<file path="src/rtl/cnn_pkg.sv">
// Shared types and default widths for the convolution datapath.
// Holds the window sequencer state encoding.
package cnn_pkg;

  localparam int CNN_DATA_WIDTH = 16;
  localparam int CNN_DIM_WIDTH  = 8;

  typedef enum logic [1:0] {
    IDLE,
    RUN,
    DRAIN
  } state_t;

endpackage

</file>
<file path="src/rtl/col_skid_buf.sv">
// One-entry skid for a window column {pad, row0, row1, row2}.
// Ports: in_valid/in_ready/in_data upstream, out_valid/out_ready/out_data downstream.
module col_skid_buf
  import cnn_pkg::*;
#(
  parameter int WIDTH = 3 * CNN_DATA_WIDTH + 1
) (
  input  logic             clk,
  input  logic             rst_n,
  input  logic             in_valid,
  output logic             in_ready,
  input  logic [WIDTH-1:0] in_data,
  output logic             out_valid,
  input  logic             out_ready,
  output logic [WIDTH-1:0] out_data
);

  logic             full_q;
  logic [WIDTH-1:0] hold_q;

  // A held entry always wins over fresh data.
  assign in_ready  = !full_q;
  assign out_valid = full_q || in_valid;
  assign out_data  = full_q ? hold_q : in_data;

  always_ff @(posedge clk or negedge rst_n) begin
    if (!rst_n) begin
      full_q <= 1'b0;
      hold_q <= '0;
    end else if (full_q) begin
      if (out_ready) full_q <= 1'b0;
    end else if (in_valid && !out_ready) begin
      full_q <= 1'b1;
      hold_q <= in_data;
    end
  end

endmodule

</file>
<file path="src/rtl/conv3x3_window_ctrl.sv">
// Raster sequencer for the 3x3 activation window: issues line-buffer reads,
// zero-pads lanes, loads the window and hands patches to the PE array.
// Ports: start/img_w/img_h, rd_en/rd_row/rd_col, mem_row0..2, act_load,
// data_*_row, patch_valid/patch_row/patch_col/out_ready, busy, done.
module conv3x3_window_ctrl
  import cnn_pkg::*;
#(
  parameter int DATA_WIDTH = CNN_DATA_WIDTH,
  parameter int DIM_WIDTH  = CNN_DIM_WIDTH
) (
  input  logic                  clk,
  input  logic                  rst_n,
  input  logic                  start,
  input  logic [DIM_WIDTH-1:0]  img_w,
  input  logic [DIM_WIDTH-1:0]  img_h,
  output logic                  rd_en,
  output logic [DIM_WIDTH-1:0]  rd_row,
  output logic [DIM_WIDTH-1:0]  rd_col,
  input  logic [DATA_WIDTH-1:0] mem_row0,
  input  logic [DATA_WIDTH-1:0] mem_row1,
  input  logic [DATA_WIDTH-1:0] mem_row2,
  output logic                  act_load,
  output logic [DATA_WIDTH-1:0] data_first_row,
  output logic [DATA_WIDTH-1:0] data_second_row,
  output logic [DATA_WIDTH-1:0] data_third_row,
  output logic                  patch_valid,
  output logic [DIM_WIDTH-1:0]  patch_row,
  output logic [DIM_WIDTH-1:0]  patch_col,
  input  logic                  out_ready,
  output logic                  busy,
  output logic                  done
);

  localparam int CW = 3 * DATA_WIDTH + 1;
  localparam logic [DIM_WIDTH-1:0] ONE = DIM_WIDTH'(1);
  localparam logic [DIM_WIDTH:0]   TWO = (DIM_WIDTH + 1)'(2);
  localparam logic [DATA_WIDTH-1:0] ZW = '0;

  state_t state_q, state_d;

  logic [DIM_WIDTH-1:0] w_q, h_q;
  logic [DIM_WIDTH-1:0] iss_row, ld_row;
  logic [DIM_WIDTH:0]   iss_slot, ld_cnt;
  logic [DIM_WIDTH:0]   last_slot;
  logic [DIM_WIDTH-1:0] prow_q, pcol_q;
  logic                 pv_q, done_q;

  logic inf_valid, inf_pad, inf_z0, inf_z2;
  logic [CW-1:0] arr_col, cur_col;
  logic skid_ready, col_avail;
  logic issue, iss_pad, last_issue;
  logic start_ok, final_hs, lane_zero;

  assign last_slot = {1'b0, w_q} + 1'b1;
  assign iss_pad   = (iss_slot == '0) || (iss_slot == last_slot);

  // Row padding is applied on arrival; slot padding travels as a flag.
  assign arr_col = {inf_pad,
                    inf_z0 ? ZW : mem_row0,
                    mem_row1,
                    inf_z2 ? ZW : mem_row2};

  col_skid_buf #(
    .WIDTH(CW)
  ) u_skid (
    .clk      (clk),
    .rst_n    (rst_n),
    .in_valid (inf_valid),
    .in_ready (skid_ready),
    .in_data  (arr_col),
    .out_valid(col_avail),
    .out_ready(act_load),
    .out_data (cur_col)
  );

  assign act_load = col_avail && (!pv_q || out_ready);

  // An arrival that cannot load takes the skid, so stop issuing.
  assign issue = (state_q == RUN) && skid_ready
              && !(inf_valid && !act_load);

  assign last_issue = issue && (iss_slot == last_slot)
                   && (iss_row == h_q - ONE);

  assign rd_en  = issue && !iss_pad;
  assign rd_row = rd_en ? iss_row : '0;
  assign rd_col = rd_en ? DIM_WIDTH'(iss_slot - 1'b1) : '0;

  assign lane_zero       = !act_load || cur_col[CW-1];
  assign data_first_row  = lane_zero ? ZW : cur_col[3*DATA_WIDTH-1:2*DATA_WIDTH];
  assign data_second_row = lane_zero ? ZW : cur_col[2*DATA_WIDTH-1:DATA_WIDTH];
  assign data_third_row  = lane_zero ? ZW : cur_col[DATA_WIDTH-1:0];

  assign start_ok = (state_q == IDLE) && start && !done_q;

  // In DRAIN an empty pipeline means the visible patch is the last one.
  assign final_hs = (state_q == DRAIN) && pv_q && out_ready && !col_avail;

  assign patch_valid = pv_q;
  assign patch_row   = prow_q;
  assign patch_col   = pcol_q;
  assign busy        = (state_q != IDLE);
  assign done        = done_q;

  always_comb begin
    state_d = state_q;
    unique case (state_q)
      IDLE:    if (start_ok) state_d = RUN;
      RUN:     if (last_issue) state_d = DRAIN;
      DRAIN:   if (final_hs) state_d = IDLE;
      default: state_d = IDLE;
    endcase
  end

  always_ff @(posedge clk or negedge rst_n) begin
    if (!rst_n) begin
      state_q <= IDLE;
      done_q  <= 1'b0;
    end else begin
      state_q <= state_d;
      done_q  <= final_hs;
    end
  end

  always_ff @(posedge clk or negedge rst_n) begin
    if (!rst_n) begin
      w_q      <= '0;
      h_q      <= '0;
      iss_slot <= '0;
      iss_row  <= '0;
    end else if (start_ok) begin
      w_q      <= img_w;
      h_q      <= img_h;
      iss_slot <= '0;
      iss_row  <= '0;
    end else if (issue) begin
      if (iss_slot == last_slot) begin
        iss_slot <= '0;
        iss_row  <= iss_row + ONE;
      end else begin
        iss_slot <= iss_slot + 1'b1;
      end
    end
  end

  always_ff @(posedge clk or negedge rst_n) begin
    if (!rst_n) begin
      inf_valid <= 1'b0;
      inf_pad   <= 1'b0;
      inf_z0    <= 1'b0;
      inf_z2    <= 1'b0;
    end else begin
      inf_valid <= issue;
      inf_pad   <= iss_pad;
      inf_z0    <= (iss_row == '0);
      inf_z2    <= (iss_row == h_q - ONE);
    end
  end

  always_ff @(posedge clk or negedge rst_n) begin
    if (!rst_n) begin
      ld_cnt <= '0;
      ld_row <= '0;
    end else if (start_ok) begin
      ld_cnt <= '0;
      ld_row <= '0;
    end else if (act_load) begin
      if (ld_cnt == last_slot) begin
        ld_cnt <= '0;
        ld_row <= ld_row + ONE;
      end else begin
        ld_cnt <= ld_cnt + 1'b1;
      end
    end
  end

  // Third and later loads of a row complete a patch.
  always_ff @(posedge clk or negedge rst_n) begin
    if (!rst_n) begin
      pv_q   <= 1'b0;
      prow_q <= '0;
      pcol_q <= '0;
    end else if (act_load && (ld_cnt >= TWO)) begin
      pv_q   <= 1'b1;
      prow_q <= ld_row;
      pcol_q <= DIM_WIDTH'(ld_cnt - TWO);
    end else if (pv_q && out_ready) begin
      pv_q <= 1'b0;
    end
  end

endmodule

</file>
<file path="config.mk">
export PLATFORM = sky130hd
export DESIGN_NAME = conv3x3_window_ctrl
export DESIGN_NICKNAME = d
export VERILOG_FILES = /design/src/rtl/cnn_pkg.sv /design/src/rtl/col_skid_buf.sv /design/src/rtl/conv3x3_window_ctrl.sv
export SDC_FILE = /design/constraint.sdc
export NUM_CORES = 1
export LEC_CHECK = 0
export CAP_MARGIN = 25
export CORE_ASPECT_RATIO = 0.6
export CORE_MARGIN = 3
export CORE_UTILIZATION = 25
export DETAILED_ROUTE_END_ITERATION = 6
export PLACE_DENSITY = 0.57
export SLEW_MARGIN = 15
export SYNTH_ARGS = -nofsm -noshare
export SYNTH_HDL_FRONTEND = slang
export SYNTH_HIERARCHICAL = 1
export SYNTH_SLANG_ARGS = --single-unit
export TNS_END_PERCENT = 20
</file>
<file path="constraint.sdc">
create_clock -name clk -period 4.85 [get_ports clk]
set_input_delay 1.455 -clock clk [delete_from_list [all_inputs] [get_ports clk]]
set_output_delay 1.455 -clock clk [all_outputs]
set_load 0.005 [all_outputs]
</file>
Yosys cells after proc, flatten, opt, wreduce, memory -nomap -nowiden
Index checks and enable logic that the tools add are counted.
{"block": "totals", "ff_bits": 124, "inputBits": 68, "out_inout_bits": 85, "wordCells": 102}
{"block": "op_classes", "n_addsub": 8, "n_lt_le_gt_ge": 1, "eq_ne": 8, "mux": 29, "n_bitwise": 1, "n_reduce_logical": 38}
{"cell": "$mux 16", "count": 5}
{"cell": "$mux 8", "count": 8}
{"cell": "$mux 9", "count": 6}
{"cell": "$mux 49", "count": 1}
{"cell": "$add 9x1->9 const B", "count": 2}
{"cell": "$eq 9x9->1", "count": 2}
{"cell": "$add 8x1->8 const B", "count": 2}
{"cell": "$sub 8x1->8 const B", "count": 2}
{"cell": "$logic_and 1x1->1", "count": 14}
{"cell": "$reduce_bool 2->1", "count": 6}
{"cell": "$add 8x1->9 const B", "count": 1}
{"cell": "$ge 9x2->1 const B", "count": 1}
{"cell": "$logic_not 9->1", "count": 1}
{"cell": "$eq 8x8->1", "count": 1}
{"cell": "$logic_not 8->1", "count": 1}
{"cell": "$sub 8x2->8 const B", "count": 1}
{"cell": "$logic_not 1->1", "count": 7}
{"cell": "$mux 2", "count": 3}
{"cell": "$ne 2x2->1 const B", "count": 3}
{"cell": "$pmux 2 s3", "count": 1}
{"cell": "$reduce_and 2->1", "count": 3}
{"cell": "$mux 1", "count": 5}
{"cell": "$logic_or 1x1->1", "count": 4}
{"cell": "$reduce_and 3->1", "count": 1}
{"cell": "other kinds (4)", "count": 4}

Logic depth before layout (Yosys ltp)
Gate-level depths: netlist of the first run.
{"block": "logic_depth", "depth_word": 11, "depth_mapped": 10}

Cells and area by module
Netlist of the first run, hierarchy kept.
{"module": "conv3x3_window_ctrl", "n_inst": 1, "cells_each": 601, "area_each_um2": 4976.0}
{"module": "col_skid_buf", "n_inst": 1, "cells_each": 163, "area_each_um2": 2464.9}

Worst setup path before layout of the first run
Ideal clock, no wire load.
{"block": "synth_timing", "path_kind": "input-to-output", "start": "input out_ready", "end": "output rd_row[2]", "t_arrival_ns": 3.017, "path_slack_ns": 0.378, "stages": 6, "path_buffers": 1, "path_cell_list": "nand2b_1 > nand2_1 > a21oi_1 > a21boi_1 > clkbuf_1 > and3_1"}
{"block": "synth_between", "elab_chain_cells": 8}
{"element": "start, declared", "line": "conv3x3_window_ctrl.sv:29", "source": "input logic out_ready,"}
{"element": "$logic_or 1x1->1", "line": "conv3x3_window_ctrl.sv:76", "source": "assign act_load = col_avail && (!pv_q || out_ready);"}
{"element": "$logic_and 1x1->1", "line": "conv3x3_window_ctrl.sv:76"}
{"element": "$logic_not 1->1", "line": "conv3x3_window_ctrl.sv:80", "source": "&& !(inf_valid && !act_load);"}
{"element": "$logic_and 1x1->1", "line": "conv3x3_window_ctrl.sv:80"}
{"element": "$logic_not 1->1", "line": "conv3x3_window_ctrl.sv:80"}
{"element": "$logic_and 1x1->1", "line": "conv3x3_window_ctrl.sv:80"}
{"element": "net issue", "line": "conv3x3_window_ctrl.sv:51", "source": "logic issue, iss_pad, last_issue;"}
{"element": "$logic_and 1x1->1", "line": "conv3x3_window_ctrl.sv:85", "source": "assign rd_en = issue && !iss_pad;"}
{"element": "$mux 8", "line": "conv3x3_window_ctrl.sv:86", "source": "assign rd_row = rd_en ? iss_row : '0;"}
{"element": "end, declared", "line": "conv3x3_window_ctrl.sv:17", "source": "output logic [DIM_WIDTH-1:0] rd_row,"}
The timed path passes the listed nets, and every way through them passes these cells.

Worst setup path after layout of the first run
{"block": "layout_timing", "start": "register w_q[0]", "end": "output rd_row[7]"}
{"block": "layout_between", "elab_chain_cells": 6}
{"element": "start, declared", "line": "conv3x3_window_ctrl.sv:41", "source": "logic [DIM_WIDTH-1:0] w_q, h_q;"}
{"element": "start signal, assigned", "line": "conv3x3_window_ctrl.sv:132", "source": "w_q <= img_w;"}
{"element": "$add 8x1->9", "line": "conv3x3_window_ctrl.sv:54", "source": "assign last_slot = {1'b0, w_q} + 1'b1;"}
{"element": "$eq 9x9->1", "line": "conv3x3_window_ctrl.sv:55", "source": "assign iss_pad = (iss_slot == '0) || (iss_slot == last_slot);"}
{"element": "$logic_or 1x1->1", "line": "conv3x3_window_ctrl.sv:55"}
{"element": "$logic_not 1->1", "line": "conv3x3_window_ctrl.sv:85"}
{"element": "$logic_and 1x1->1", "line": "conv3x3_window_ctrl.sv:85"}
{"element": "$mux 8", "line": "conv3x3_window_ctrl.sv:86"}
No other way between the ends.

==> results.sh, run 1 <==
export IMPL_outcome="complete, no violations"
export IMPL_crit_path_max_incr_delay_ns=0.51
export IMPL_synth_area_leader_cell="dfrtp_1"
export IMPL_numPortBuffers=152
export IMPL_critPathBufInv=4
export IMPL_reg2reg_depth=9
export IMPL_hold_depth=2
export IMPL_die_area_um2=31900
export IMPL_cts_hold_buf=0
export IMPL_power_frac_clock_pct=21.0
export IMPL_crit_chain="ha_4 > xor2_1 > a211o_1 > or4_4 > a211oi_4 > a21boi_2 > buf_4 > buf_8 > buf_4 > and3_1 > dlygate4sd2_1"
export IMPL_dr_pass1_iters=5
export IMPL_reg2reg_to="ld_row[7]"
export IMPL_hold_slack_ns=0.477
export IMPL_die_x_um=229
export IMPL_setup_viol=0
export IMPL_min_period_over_period_pct=96.9
export IMPL_critPathMostFrequentCell="buf_4"
export IMPL_start_util_pct=25.7
export IMPL_crit_path_start_kind="register"
export IMPL_syn_area_um2=7440
export IMPL_hpwl_um=14900
export IMPL_ys_warn_count=6
export IMPL_clk_pin_slew_ns=0.06
export IMPL_crit_family="buffers and inverters"
export IMPL_antennaDiodeCount=0
export IMPL_synthToLayoutAreaGrowth_pct=34.8
export IMPL_antenna_found_initial=1
export IMPL_grt_pass1_wl_um=35000
export IMPL_power_leakage_uw=0.00432
export IMPL_slowest_stage="or4_4"
export IMPL_grt_pass1_vias=6079
export IMPL_layout_min_cycle_time_ns=4.70
export IMPL_maxCapViolations=0
export IMPL_synth_flop_cell="dfrtp_1"
export IMPL_cts_sinks=124
export IMPL_worst_path_max_fanout=13
export IMPL_postRouteAntennaNets=0
export IMPL_maxSlewViolCount=0
export IMPL_setup_worst_path_class="reg -> out"
export IMPL_yosysTopAreaCellShare_pct=41.7
export IMPL_viasPerCell=4.47
export IMPL_ios=153
export IMPL_finalInstanceArea_um2=10000
export IMPL_comb_power_share_pct=49.0
export IMPL_core_area_um2=29000
export IMPL_synth_seq_cells=124
export IMPL_min_path_type="reg -> reg"
export IMPL_multiInputGateArea_um2=4030
export IMPL_fmax_mhz=213
export IMPL_final_cell_mix="clkdlybuf4s50_1, dfrtp_1, mux2_2, nand2_1, nor2_1"
export IMPL_synth_edf_count=0
export IMPL_fp_row_count=48
export IMPL_worst_clock_skew_ns=0.00673
export IMPL_ys_async_sr_fraction_pct=100
export IMPL_p_switching_uw=2120
export IMPL_p_int_uw=3680
export IMPL_synth_nets=843
export IMPL_yosysSeqAreaShare_pct=41.7
export IMPL_drc=0
export IMPL_crit_arrival_ns=3.24
export IMPL_startpoint="w_q[0]"
export IMPL_setup_ws_ns=0.151
export IMPL_wire_per_inst_um=16.0
export IMPL_cts_root_buffer="clkbuf_16"
export IMPL_worstSkewPairLatency_ns=0.43
export IMPL_fillers=2990
export IMPL_htreeDepth=4
export IMPL_pre_cts_slack_ns=-0.184
export IMPL_min_from="patch_col[2]"
export IMPL_regArea_um2=3100
export IMPL_final_common_cell="clkdlybuf4s50_1"
export IMPL_hold_viol=0
export IMPL_cts_buffers_inserted=17
export IMPL_cts_path_max_buffers=2
export IMPL_yosysUniqueCellTypes=67
export IMPL_tightest_slew_ns=0.724
export IMPL_syn_inst=764
export IMPL_power_frac_seq_pct=30.0
export IMPL_grt_max_degree=50
export IMPL_critical_path_endpoint="rd_row[7]"
export IMPL_vias=5909
export IMPL_peakVddDrop_uv=278
export IMPL_place_gp_congestion=0.803
export IMPL_first_iter_violations=356
export IMPL_synth_avg_cell_area_um2=9.74
export IMPL_grtUsageTotal_pct=13.8
export IMPL_r2r_start="w_q[0]"
export IMPL_nets=988
export IMPL_end_kind="output port"
export IMPL_swShare_pct=36.6
export IMPL_drive_above_1_share_pct=19.2
export IMPL_path_depth=11
export IMPL_r2r_slack_ns=1.74
export IMPL_cts_tree="done"
export IMPL_synthTopCellsByArea="dfrtp_1, mux2_2, nand2_1"
export IMPL_routed_wl_um=21100
export IMPL_slew_headroom_pct=51.6
export IMPL_power_density_nw_per_um2=579
export IMPL_cp_data_required_time_ns=3.39
export IMPL_place_area_um2=9410
export IMPL_grt_ovfl_total=0
export IMPL_utilization_pct=34.6
export IMPL_dieHeight_um=140
## worst register-to-register path, stage by stage, from the launching register on
cell and delay (ns):
dfrtp_1 0.39, buf_4 0.18, nand3_1 0.22, buf_4 0.25, xnor2_1 0.13, or3b_2 0.45
a32oi_1 0.36, nand2_1 0.34, or4_1 0.58, a21oi_1 0.15
## registers in the layout, indices dropped and copies added, names as in the netlist
name / cells
iss_row: 8
inf_z2: 1
patch_valid: 1
iss_slot: 9
done: 1
state_q: 2
ld_row: 8
h_q: 8
ld_cnt: 9
inf_valid: 1
u_skid/hold_q: 49
u_skid/full_q: 1
patch_row: 8
patch_col: 8
inf_z0: 1
w_q: 8
inf_pad: 1
## stage by stage
| stage | TNS (ns) | cells | power [uW] |
|---|---|---|---|
| floorplan | 0 | 764 | 3440 |
| global placement | -2.38 | 1285 | 4530 |
| detailed placement | -2.37 | 1285 | 4560 |
| CTS | -0.0998 | 1317 | 5820 |
| global route | -0.00490 | 1322 | 6260 |
| finish | 0 | 1322 | 5810 |
## how the worst min path moves through the flow
stage	end
after floorplan	u_skid/hold_q[29]
after global placement	u_skid/hold_q[31]
after detailed placement	u_skid/hold_q[36]
after CTS	patch_col[4]
after global routing	u_skid/hold_q[37]
final	patch_col[2]
## cells in the mapped netlist (all sizes together), types with 3 or more instances
master    n
a211oi    3
nor3      5
clkbuf   29
o21ai    24
or3b      3
nand3    24
or4       8
xnor2    25
dfrtp   124
or3       7
ha       11
a21oi    16
nand4     8
nand4b    3
or2       3
and3      9
nand2    84
nand3b    6
nor2     53
and2     49
buf      25
nor2b    37
nor4      6
xor2     23
nor3b     3
mux2i     4
o31ai     4
inv      26
mux2    105
## cells by family after synthesis
logic type | after synthesis | share of synthesized area, %
simple gates | 312 | 22.0
flops | 124 | 41.7
mux | 109 | 16.4
buf+inv | 81 | 4.84
compound gates | 78 | 7.18
xor+xnor | 49 | 5.95
fa+ha+maj | 11 | 1.85
## routing by layer
| layer | share of wire [%] | vias up | global-route usage, % |
|---|---|---|---|
| met5 | 0 | - | 0 |
| li1 | - | 2909 | - |
| met1 | 54 | 2828 | 20.8 |
| met2 | 39 | 154 | 18.8 |
| met3 | 5.5 | 18 | 3.78 |
| met4 | 1.0 | 0 | 4.01 |
## what timing repair did
action | CTS | global route
endpoints found under the setup margin | 17 | 60
setup buffers | 0 | 5
gates resized for setup | 21 | 5
pin swaps | 1 | 2
## cell type report
type,count,area share [%]
multi-input combinational,559,40.2
tap,400,4.99
timing repair buffer,180,17.3
sequential,124,30.9
clock inverter,12,0.973
inverter,27,1.01
clock buffer,20,4.55
## power by group through the flow
stage               Clock [uW]  Sequential [uW]  Combinational, uW
floorplan                    0             1600               1840
global route              1300             1810               3150
CTS                       1260             1740               2820
detailed placement           0             1750               2810
finish                    1220             1740               2840
global placement             0             1740               2790
Power figures use the tool's default switching activity.
==> inputs of run 2 (changes only) <==
Settings changed: CORE_ASPECT_RATIO 0.6 to 0.75.
==> run 2 against run 1 <==
Compared with the run above:
- final cell count fell by 0.76%
- clock skew up 0.0023 ns
- sequential power hardly changed
- first-iteration DRC count down 15%
- maximum frequency about the same
==> results.sh, run 2 (synthesis results as in run 1) <==
export IMPL_cts_root_buffer="clkbuf_16"
export IMPL_hold_viol=0
export IMPL_min_period_over_period_pct=96.9
export IMPL_final_common_cell="clkdlybuf4s50_1"
export IMPL_grt_ovfl_total=0
export IMPL_grt_pass1_vias=6016
export IMPL_place_gp_congestion=0.818
export IMPL_dieHeight_um=155
export IMPL_cts_buffers_inserted=17
export IMPL_grt_max_degree=61
export IMPL_start_util_pct=25.5
export IMPL_maxCapViolations=0
export IMPL_power_leakage_uw=0.00434
export IMPL_clk_pin_slew_ns=0.05
export IMPL_dp_cells=1277
export IMPL_layout_min_cycle_time_ns=4.70
export IMPL_cp_data_required_time_ns=3.39
export IMPL_slowest_stage="or4_4"
export IMPL_fin_tns_setup_ns=0
export IMPL_cts_tree="done"
export IMPL_ios=153
export IMPL_setup_worst_path_class="reg -> out"
export IMPL_outcome="complete, no violations"
export IMPL_worst_clock_skew_ns=0.00907
export IMPL_core_area_um2=29200
export IMPL_maxSlewViolCount=0
export IMPL_power_density_nw_per_um2=589
export IMPL_nets=986
export IMPL_first_iter_violations=304
export IMPL_crit_arrival_ns=3.25
export IMPL_vias=5949
export IMPL_min_path_type="reg -> reg"
export IMPL_drc=0
export IMPL_regMostFlops="u_skid/hold_q"
export IMPL_hold_slack_ns=0.476
export IMPL_crit_path_max_incr_delay_ns=0.51
export IMPL_worst_path_max_fanout=13
export IMPL_drive_above_1_share_pct=19.1
export IMPL_htreeDepth=4
export IMPL_die_area_um2=31900
export IMPL_largest_reg_flops=49
export IMPL_die_x_um=205
export IMPL_fp_row_count=54
export IMPL_instances_no_fill=1312
export IMPL_grtUsageTotal_pct=12.9
export IMPL_slew_headroom_pct=43.0
export IMPL_antenna_found_initial=0
export IMPL_crit_chain="ha_4 > xor2_1 > a211o_1 > or4_4 > a211oi_4 > a21boi_2 > buf_4 > nand2_1 > buf_6 > inv_1 > clkdlybuf4s50_1"
export IMPL_numPortBuffers=152
export IMPL_crit_path_start_kind="register"
export IMPL_cts_path_max_buffers=2
export IMPL_synthToLayoutAreaGrowth_pct=35.8
export IMPL_peakVddDrop_uv=223
export IMPL_postRouteAntennaNets=0
export IMPL_end_kind="output port"
export IMPL_grt_pass1_wl_um=32800
export IMPL_reg_top3="u_skid/hold_q: 49 flops, iss_slot: 9 flops, ld_cnt: 9 flops"
export IMPL_setup_viol=0
export IMPL_finalPower_uw=5960
export IMPL_cts_sinks=124
export IMPL_tightest_slew_ns=0.855
export IMPL_fmax_mhz=213
export IMPL_routed_wl_um=20100
export IMPL_antennaDiodeCount=0
export IMPL_final_cell_mix="clkdlybuf4s50_1, dfrtp_1, mux2_2, nand2_1, nor2_1"
export IMPL_worstSkewPairLatency_ns=0.42
export IMPL_viasPerCell=4.53
export IMPL_cts_hold_buf=0
export IMPL_hpwl_um=14300
export IMPL_dr_pass1_iters=5
export IMPL_wire_per_inst_um=15.3
run 2: cell types whose count changed in the layout (fill, tap and decap cells not counted), sizes merged:
| cell | previous run | this run |
|---|---|---|
| buf | 29 | 27 |
| bufinv | 1 | 5 |
| clkbuf | 20 | 21 |
| clkinv | 10 | 5 |
| dlygate4sd2 | 15 | 17 |
| dlymetal6s2s | 2 | 0 |
run 2: stage by stage:
| stage | setup WS, ns | instance area [um2] | util (%) |
|---|---|---|---|
| floorplan | 0.378 | 7440 | - |
| global placement | -0.148 | 9400 | 32.2 |
| detailed placement | -0.146 | 9400 | 32.2 |
| CTS | 0.0521 | 10100 | 34.5 |
| global route | -0.00850 | 10100 | 34.6 |
| finish | 0.149 | 10100 | 34.6 |
run 2: final cells by class:
cell class / count / area [um2]
fill: 3056 / 19100
multi-input combinational: 559 / 4040
sequential: 124 / 3110
timing repair buffer: 178 / 1710
tap: 392 / 490
clock buffer: 21 / 470
clock inverter: 11 / 189
inverter: 27 / 101
run 2: critical path: cells and delay by family, from the launching register on:
| kind | cells | cell delay [ns] |
|---|---|---|
| adder cells (fa/ha/maj) | 1 | 0.27 |
| buffers and inverters | 4 | 0.77 |
| flip-flops | 1 | 0.41 |
| XOR/XNOR | 1 | 0.16 |
| AND/OR/NAND/NOR | 2 | 0.59 |
| AO/OA/AOI/OAI | 3 | 0.62 |
run 2: layer usage:
layer | vias to the layer above | track usage [%] | share of wire, %
li1 | 2902 | - | -
met4 | 0 | 3.32 | 0.92
met5 | - | 0 | 0
met3 | 15 | 3.49 | 5.9
met1 | 2885 | 18.7 | 51
met2 | 147 | 19.0 | 42
run 2: path summary, 6_finish.rpt:
kind | start | end | slack [ns] | cells past startpoint
max in group asynchronous | rst_n | w_q[1] | 2.82 | 2
worst max register to register | w_q[0] | iss_row[7] | 1.77 | 9
worst min-delay path | patch_col[2] | patch_col[2] | 0.48 | 2
worst min register to register | patch_col[2] | patch_col[2] | 0.48 | 2
worst max-delay path | w_q[0] | rd_en | 0.15 | 11
min in group asynchronous | rst_n | h_q[5] | 1.14 | 1
run 2: what timing repair did:
action,CTS,global route
setup endpoints to repair,17,1
setup buffers,0,3
pin swaps,2,1
gates resized for setup,24,2
run 2: power breakdown:
group	switching, uW	internal (uW)
sequential	347	1410
combinational	1250	1520
clock	477	951
